File: config.mk
export PLATFORM = sky130hd
export DESIGN_NAME = cordic_nco
export DESIGN_NICKNAME = d
export VERILOG_FILES = /design/src/rtl/cordic_nco.sv
export SDC_FILE = /design/constraint.sdc
export NUM_CORES = 2
export LEC_CHECK = 0
export ABC_AREA = 1
export CORE_ASPECT_RATIO = 1.5
export CORE_MARGIN = 4
export CORE_UTILIZATION = 30
export DETAILED_ROUTE_END_ITERATION = 16
export SLEW_MARGIN = 10
export SYNTH_ARGS = -nofsm -noshare
export SYNTH_HDL_FRONTEND = slang
export SYNTH_SLANG_ARGS = --single-unit
File: constraint.sdc
create_clock -name clock -period 6.1 [get_ports clock]
set_clock_uncertainty 0.05 [all_clocks]
set_input_delay 1.22 -clock clock [delete_from_list [all_inputs] [get_ports clock]]
set_output_delay 1.22 -clock clock [all_outputs]
set_load 0.05 [all_outputs]
File: src/rtl/cordic_nco.sv
// Full-circle sine/cosine NCO: quadrant fold, unrolled CORDIC rotation,
// then unfold to saturated signed I/Q.
module cordic_nco #(
   parameter int DATA_W  = 12,
   parameter int PHASE_W = 16,
   parameter int STAGES  = DATA_W,
   parameter int GUARD   = 2
) (
   input  logic               clock,
   input  logic               reset,
   input  logic               ce,
   input  logic               mode,
   input  logic               valid_in,
   input  logic [PHASE_W-1:0] fcw,
   input  logic [PHASE_W-1:0] phase_in,
   input  logic               phase_clr,
   output logic [DATA_W-1:0]  x,
   output logic [DATA_W-1:0]  y,
   output logic               valid_out
);

   localparam int IW = DATA_W + GUARD + 2;
   localparam int MAXV = 2 ** (DATA_W - 1) - 1;
   localparam int X0 =
      $rtoi(real'(MAXV) * 0.6072529 + 0.5) * (2 ** GUARD);

   localparam logic signed [IW:0] HALF = (IW+1)'((2 ** GUARD) / 2);
   localparam logic signed [IW:0] HI = (IW+1)'(MAXV);
   localparam logic signed [IW:0] LO = -HI;

   // atan(2^-i) in turns, scaled by 2^32
   localparam logic [31:0] ATAN32 [32] = '{
      32'h20000000, 32'h12E4051E, 32'h09FB385B, 32'h051111D4,
      32'h028B0D43, 32'h0145D7E1, 32'h00A2F61E, 32'h00517C55,
      32'h0028BE53, 32'h00145F2F, 32'h000A2F98, 32'h000517CC,
      32'h00028BE6, 32'h000145F3, 32'h0000A2FA, 32'h0000517D,
      32'h000028BE, 32'h0000145F, 32'h00000A30, 32'h00000518,
      32'h0000028C, 32'h00000146, 32'h000000A3, 32'h00000051,
      32'h00000029, 32'h00000014, 32'h0000000A, 32'h00000005,
      32'h00000003, 32'h00000001, 32'h00000001, 32'h00000000
   };

   function automatic logic [PHASE_W-1:0] atan_q(input int i);
      logic [32:0] t;
      int sh;
      sh = 32 - PHASE_W;
      t = {1'b0, ATAN32[i[4:0]]};
      if (sh > 0) t = (t + (33'd1 << (sh - 1))) >> sh;
      return t[PHASE_W-1:0];
   endfunction

   function automatic logic [DATA_W-1:0] rnd(
      input logic signed [IW-1:0] v
   );
      logic signed [IW:0] e;
      e = {v[IW-1], v};
      e = (e + HALF) >>> GUARD;
      if (e > HI) return HI[DATA_W-1:0];
      if (e < LO) return LO[DATA_W-1:0];
      return e[DATA_W-1:0];
   endfunction

   logic [PHASE_W-1:0] acc;
   logic [PHASE_W-1:0] p;
   logic vp;

   logic signed [IW-1:0] xs [0:STAGES];
   logic signed [IW-1:0] ys [0:STAGES];
   logic signed [PHASE_W-1:0] zs [0:STAGES-1];
   logic [1:0] qs [0:STAGES];
   logic vs [0:STAGES];

   logic signed [DATA_W-1:0] c, s, xo, yo;

   // sample uses the accumulator value from before this cycle's update
   always_ff @(posedge clock or negedge reset) begin
      if (!reset) begin
         acc <= '0;
         p <= '0;
         vp <= 1'b0;
         xs[0] <= '0;
         ys[0] <= '0;
         zs[0] <= '0;
         qs[0] <= '0;
         vs[0] <= 1'b0;
      end else if (ce) begin
         if (phase_clr)
            acc <= '0;
         else if (!mode && valid_in)
            acc <= acc + fcw;
         p <= mode ? phase_in : acc + phase_in;
         vp <= valid_in;
         qs[0] <= p[PHASE_W-1 -: 2];
         zs[0] <= {2'b00, p[PHASE_W-3:0]};
         xs[0] <= IW'(X0);
         ys[0] <= '0;
         vs[0] <= vp;
      end
   end

   for (genvar i = 0; i < STAGES; i++) begin : g_stage
      localparam logic [PHASE_W-1:0] AT = atan_q(i);
      logic neg;
      assign neg = zs[i][PHASE_W-1];

      always_ff @(posedge clock or negedge reset) begin
         if (!reset) begin
            xs[i+1] <= '0;
            ys[i+1] <= '0;
            qs[i+1] <= '0;
            vs[i+1] <= 1'b0;
         end else if (ce) begin
            xs[i+1] <= neg ? xs[i] + (ys[i] >>> i)
                           : xs[i] - (ys[i] >>> i);
            ys[i+1] <= neg ? ys[i] - (xs[i] >>> i)
                           : ys[i] + (xs[i] >>> i);
            qs[i+1] <= qs[i];
            vs[i+1] <= vs[i];
         end
      end

      if (i < STAGES - 1) begin : g_z
         always_ff @(posedge clock or negedge reset) begin
            if (!reset)
               zs[i+1] <= '0;
            else if (ce)
               zs[i+1] <= neg ? zs[i] + AT : zs[i] - AT;
         end
      end
   end

   always_comb begin
      c = rnd(xs[STAGES]);
      s = rnd(ys[STAGES]);
      xo = c;
      yo = s;
      unique case (qs[STAGES])
         2'd0: begin xo = c; yo = s; end
         2'd1: begin xo = -s; yo = c; end
         2'd2: begin xo = -c; yo = -s; end
         default: begin xo = s; yo = -c; end
      endcase
   end

   always_ff @(posedge clock or negedge reset) begin
      if (!reset) begin
         x <= '0;
         y <= '0;
         valid_out <= 1'b0;
      end else if (ce) begin
         if (vs[STAGES]) begin
            x <= xo;
            y <= yo;
            valid_out <= 1'b1;
         end else begin
            x <= '0;
            y <= '0;
            valid_out <= 1'b0;
         end
      end
   end

endmodule

==> Word-level counts from Yosys, hierarchy flattened <==
Index checks and enable logic that the tools add are counted.
{ "totals": {"latchBits": 0, "mem_count": 0, "elab_cells": 202, "inputBits": 38, "romBits": 0, "ramBits": 0, "register_bits": 641} }
{ "op_classes": {"order_cmp": 4, "div": 0, "n_reduce_logical": 5, "shifts": 0, "mux": 54, "bitwise": 0, "eq_ne": 2, "mul": 0, "add_sub_neg": 69} }
{ "ops": {"columns": ["op", "count"], "rows": [
  ["$mux W16", 35],
  ["$mux W12", 10],
  ["$pmux W12 S3", 2],
  ["$add A16 B3 Y17 const B", 2],
  ["$add A16 B10 Y16", 2],
  ["$add A16 B11 Y16", 2],
  ["$add A16 B12 Y16", 2],
  ["$add A16 B13 Y16", 2],
  ["$add A16 B14 Y16", 2],
  ["$add A16 B16 Y16", 2],
  ["$add A16 B5 Y16", 2],
  ["$add A16 B6 Y16", 2],
  ["$add A16 B7 Y16", 2],
  ["$add A16 B8 Y16", 2],
  ["$add A16 B9 Y16", 2],
  ["$sub A16 B10 Y16", 2],
  ["$sub A16 B11 Y16", 2],
  ["$sub A16 B12 Y16", 2],
  ["$sub A16 B13 Y16", 2],
  ["$sub A16 B14 Y16", 2],
  ["$sub A16 B5 Y16", 2],
  ["$sub A16 B6 Y16", 2],
  ["$sub A16 B7 Y16", 2],
  ["$sub A16 B8 Y16", 2],
  ["other kinds (35)", 45]
]} }

==> Depth between registers and ports, before layout <==
{ "depth": {"ltp_word": 9, "mapped_depth": 24, "mapped_depth_nobuf": 23} }

==> Least setup slack after synthesis <==
OpenSTA, ideal clock, no wires.
{ "synth_timing": {"path_kind": "register to register", "startpoint": "register zs (netlist bit g_stage[3].neg)", "endpoint": "register xs[142] in the netlist's numbering", "stages_incl_launch_ff": 17, "arrival_time_ns": 3.326, "setup_slack_ns": 2.591, "setup_time_ns": 0.133, "synth_period_minus_slack_ns": 3.509, "cell_sequence": "dfrtp_1 clkbuf_1 inv_1 clkbuf_1 o21ai_0 fa_1 nand3_1 nand2_1 a31oi_1 o21ai_0 a21boi_0 o21ai_0 a21oi_1 nor2_1 nor2_1 xor2_1 o21ai_0"} }
{ "synth_via": {"elab_chain_len": 1} }
{ "synth_rtl": {"columns": ["element", "line_no", "source"], "rows": [
  ["from (decl)", "69", "logic signed [PHASE_W-1:0] zs [0:STAGES-1];"],
  ["from (signal, indexed assignment)", "127", "zs[i+1] <= neg ? zs[i] + AT : zs[i] - AT;"],
  ["$mux W16", "113", "xs[i+1] <= neg ? xs[i] + (ys[i] >>> i)"],
  ["to (signal, indexed assignment)", "113", null],
  ["to (decl)", "67", "logic signed [IW-1:0] xs [0:STAGES];"]
]} }
No other way between the ends.
A chain may end at the register's enable or synchronous reset.

==> Worst setup path after layout <==
Ends and elaborated chain as after synthesis.

==> impl_metrics.yaml <==
yosys:
  synth_area_leaders: "dfrtp_1 32%, ha_1 14%, nand2_1 13%"
  syn-cell-area_mm2: 0.04581
  synthArstFlopShare: 1.000
  synth_top_area_cell: "dfrtp_1"
  synth_edf_count: 0
  ys_types: 56
  syn_nets: 6665
  syn_inst: 6100
  ys_seq_elements: 592
  postSynthAreaPerCell_um2: 7.509
  yosysWarnings: 0
  synth_top_area_share: 0.3234
  synth_seq_area_share: 0.3234
  ys.flop_type: "dfrtp_1"
clock_network:
  clkTransAtPathRegs_ps: 60
  cts_setup_buffers: 0
  ctsResizeCount: 0
  cts_buffers: 70
  h-tree-depth: 3
  cts_buffer_depth: 3
  ctsHoldBuffers: 0
  root_buffer: "clkbuf_16"
  cts_tree: "yes"
  clk-insertion-delay-late_ps: 660
  cts_sinks: 592
global_route:
  grt_usage: 0.1480
  grt_pass1_vias: 39210
  grt_max_degree: 192
  overflow: 0
  grt_pass1_wl_mm: 195.7
  antenna_found_initial: 5
cells_and_area:
  nets: 6658
  antenna_cells: 0
  drive_gt1_frac: 0.04050
  fill_cells: 16060
  area_growth_pct: 11.57
  final_common_cell: "nand2_1"
  final_cell_mix: "1,582 x nand2_1, 696 x o21ai_0, 592 x dfrtp_1, 567 x inv_1, 496 x ha_1"
sta:
  setup_tns_ps: 0
  hold_violations: 0
  setup_viol: 0
  fmax_ghz: 0.2265
  slew_headroom: 0.3086
  slew_violations: 0
  min_period_ps: 4414
  finalCritPeriodShare: 0.7236
  tightest_slew_ps: 1037
  rsz0062_at_grt: "no"
route:
  vias: 39420
  dr.pass1.iters: 5
  postRouteAntennaNets: 0
  drt_iter0_drc: 1986
  drt-total-wl_mm: 119.4
  drc: 0
  via_per_inst: 4.818
  drt-wirelength-per-cell_um: 14.59
floorplanning:
  start_util: 0.3019
  die_w_um: 327.1
  die_area_mm2: 0.1591
  die_y_um: 486.6
  pin_count: 63
  core_area_mm2: 0.1517
  row_count: 175
placed_design:
  hpwl_mm: 91.30
  place_congestion: 0.8893
  portBuffers: 62
setup_path:
  crit-reg2reg-capture: "xs[142]"
  path_common_cell: "o21ai_0"
  reg2regPathDepth: 15
  worst-r2r-setup-slack_ps: 1690
  cp_max_fo: 26
  critPathKind: "reg2reg"
  startpoint_type: "flip-flop"
  timing.rr.start: "g_stage[3].neg"
  endpoint_kind: "flip-flop"
  arrival_ps: 4830
  crit_path_cell_trace: "inv_1 -> nand2_1 -> o21ai_0 -> fa_1 -> nand3_1 -> nand2_1 -> a31oi_1 -> o21ai_0 -> a21boi_0 -> o21ai_0 -> a21oi_1 -> nor2_1 -> nor2_1 -> xor2_1 -> o21ai_0"
  crit_required_ps: 6520
  slowest_delay_ps: 870
  critPathSlowestCell: "dfrtp_1"
min_path:
  whs_path_depth: 1
  hold_path.class: "reg2reg"
  holdPathEnd: "xs[194]"
  hp-start: "xs[194]"
job:
  cap_violations: 0
outcome:
  status: "finished, final reports clean"
## Yosys cell counts (31+ instances only)
master / instances
a31oi_1: 76
clkbuf_1: 153
or2_2: 49
fa_1: 31
nand4_1: 40
nor3_1: 53
a21oi_1: 479
a21o_1: 34
nor2_1: 340
xor2_1: 296
o21ai_0: 696
xnor2_1: 134
nand2_1: 1582
inv_1: 567
ha_1: 496
dfrtp_1: 592
nand3_1: 223
a21boi_0: 32
## worst max-delay path by stage
stage / from / endpoint / slack, ps / cells after the start
5_1_grt: g_stage[3].neg / xs[142] / 1280 / 15
3_5_place_dp: g_stage[3].neg / xs[142] / 1720 / 15
6_report: g_stage[3].neg / xs[142] / 1690 / 15
2_1_floorplan: g_stage[3].neg / xs[142] / 2590 / 16
4_1_cts: g_stage[3].neg / xs[142] / 1690 / 15
3_3_place_gp: phase_in[0] / p[12] / 1720 / 16
## per-layer routing
metal	vias to the layer above	global-route usage	routed length, um
met5	-	0	38
met4	6	0.07668	6550
met3	258	0.01860	3444
met2	555	0.2901	63440
met1	18220	0.1517	45950
li1	20380	-	-
## state kept, by name (all words and copies together) (netlist names), 10 cells and up
register	cells
acc	16
g_stage.neg	10
p	16
qs	26
vs	13
x	12
xs	164
y	12
ys	160
zs	161
## through the flow
stage          hold slack (ps)  worst slack (ps)    util  std cells  cell area (um^2)
2_1_floorplan            386.7              2591       -       6100             45810
3_3_place_gp             402.9              1723  0.3204       8056             48620
3_5_place_dp             406.6              1724  0.3204       8056             48620
4_1_cts                  421.9              1693  0.3368       8183             51110
5_1_grt                  428.0              1276  0.3368       8183             51110
6_report                 414.6              1686  0.3368       8183             51110
## worst max-delay path: cells and delay by family, from the launching register on
kind,cells,cell delay (ps)
flops,1,870
compound gates,7,1440
xor+xnor,1,190
fa+ha+maj,1,500
buf+inv,1,670
simple gates,5,520
## cells by family after synthesis
logic type	count (synthesis)	share of synthesized area
adder cells (fa/ha/maj)	527	0.1490
AO/OA/AOI/OAI	1452	0.1722
XOR/XNOR	431	0.08257
AND/OR/NAND/NOR	2354	0.2113
flip-flops	592	0.3234
buffers and inverters	744	0.06157
## area by class of cell
type / count / area [um^2] / area share
clock inverter: 26 / 381.6 / 0.007467
inverter: 578 / 2177 / 0.04260
sequential: 592 / 14810 / 0.2899
timing repair buffer: 87 / 905.9 / 0.01773
clock buffer: 101 / 2110 / 0.04128
multi-input combinational: 4764 / 28170 / 0.5512
tap: 2035 / 2546 / 0.04982
Power is not shown: default switching activity piles up to over one toggle a cycle in this logic, so the estimate is an artifact.
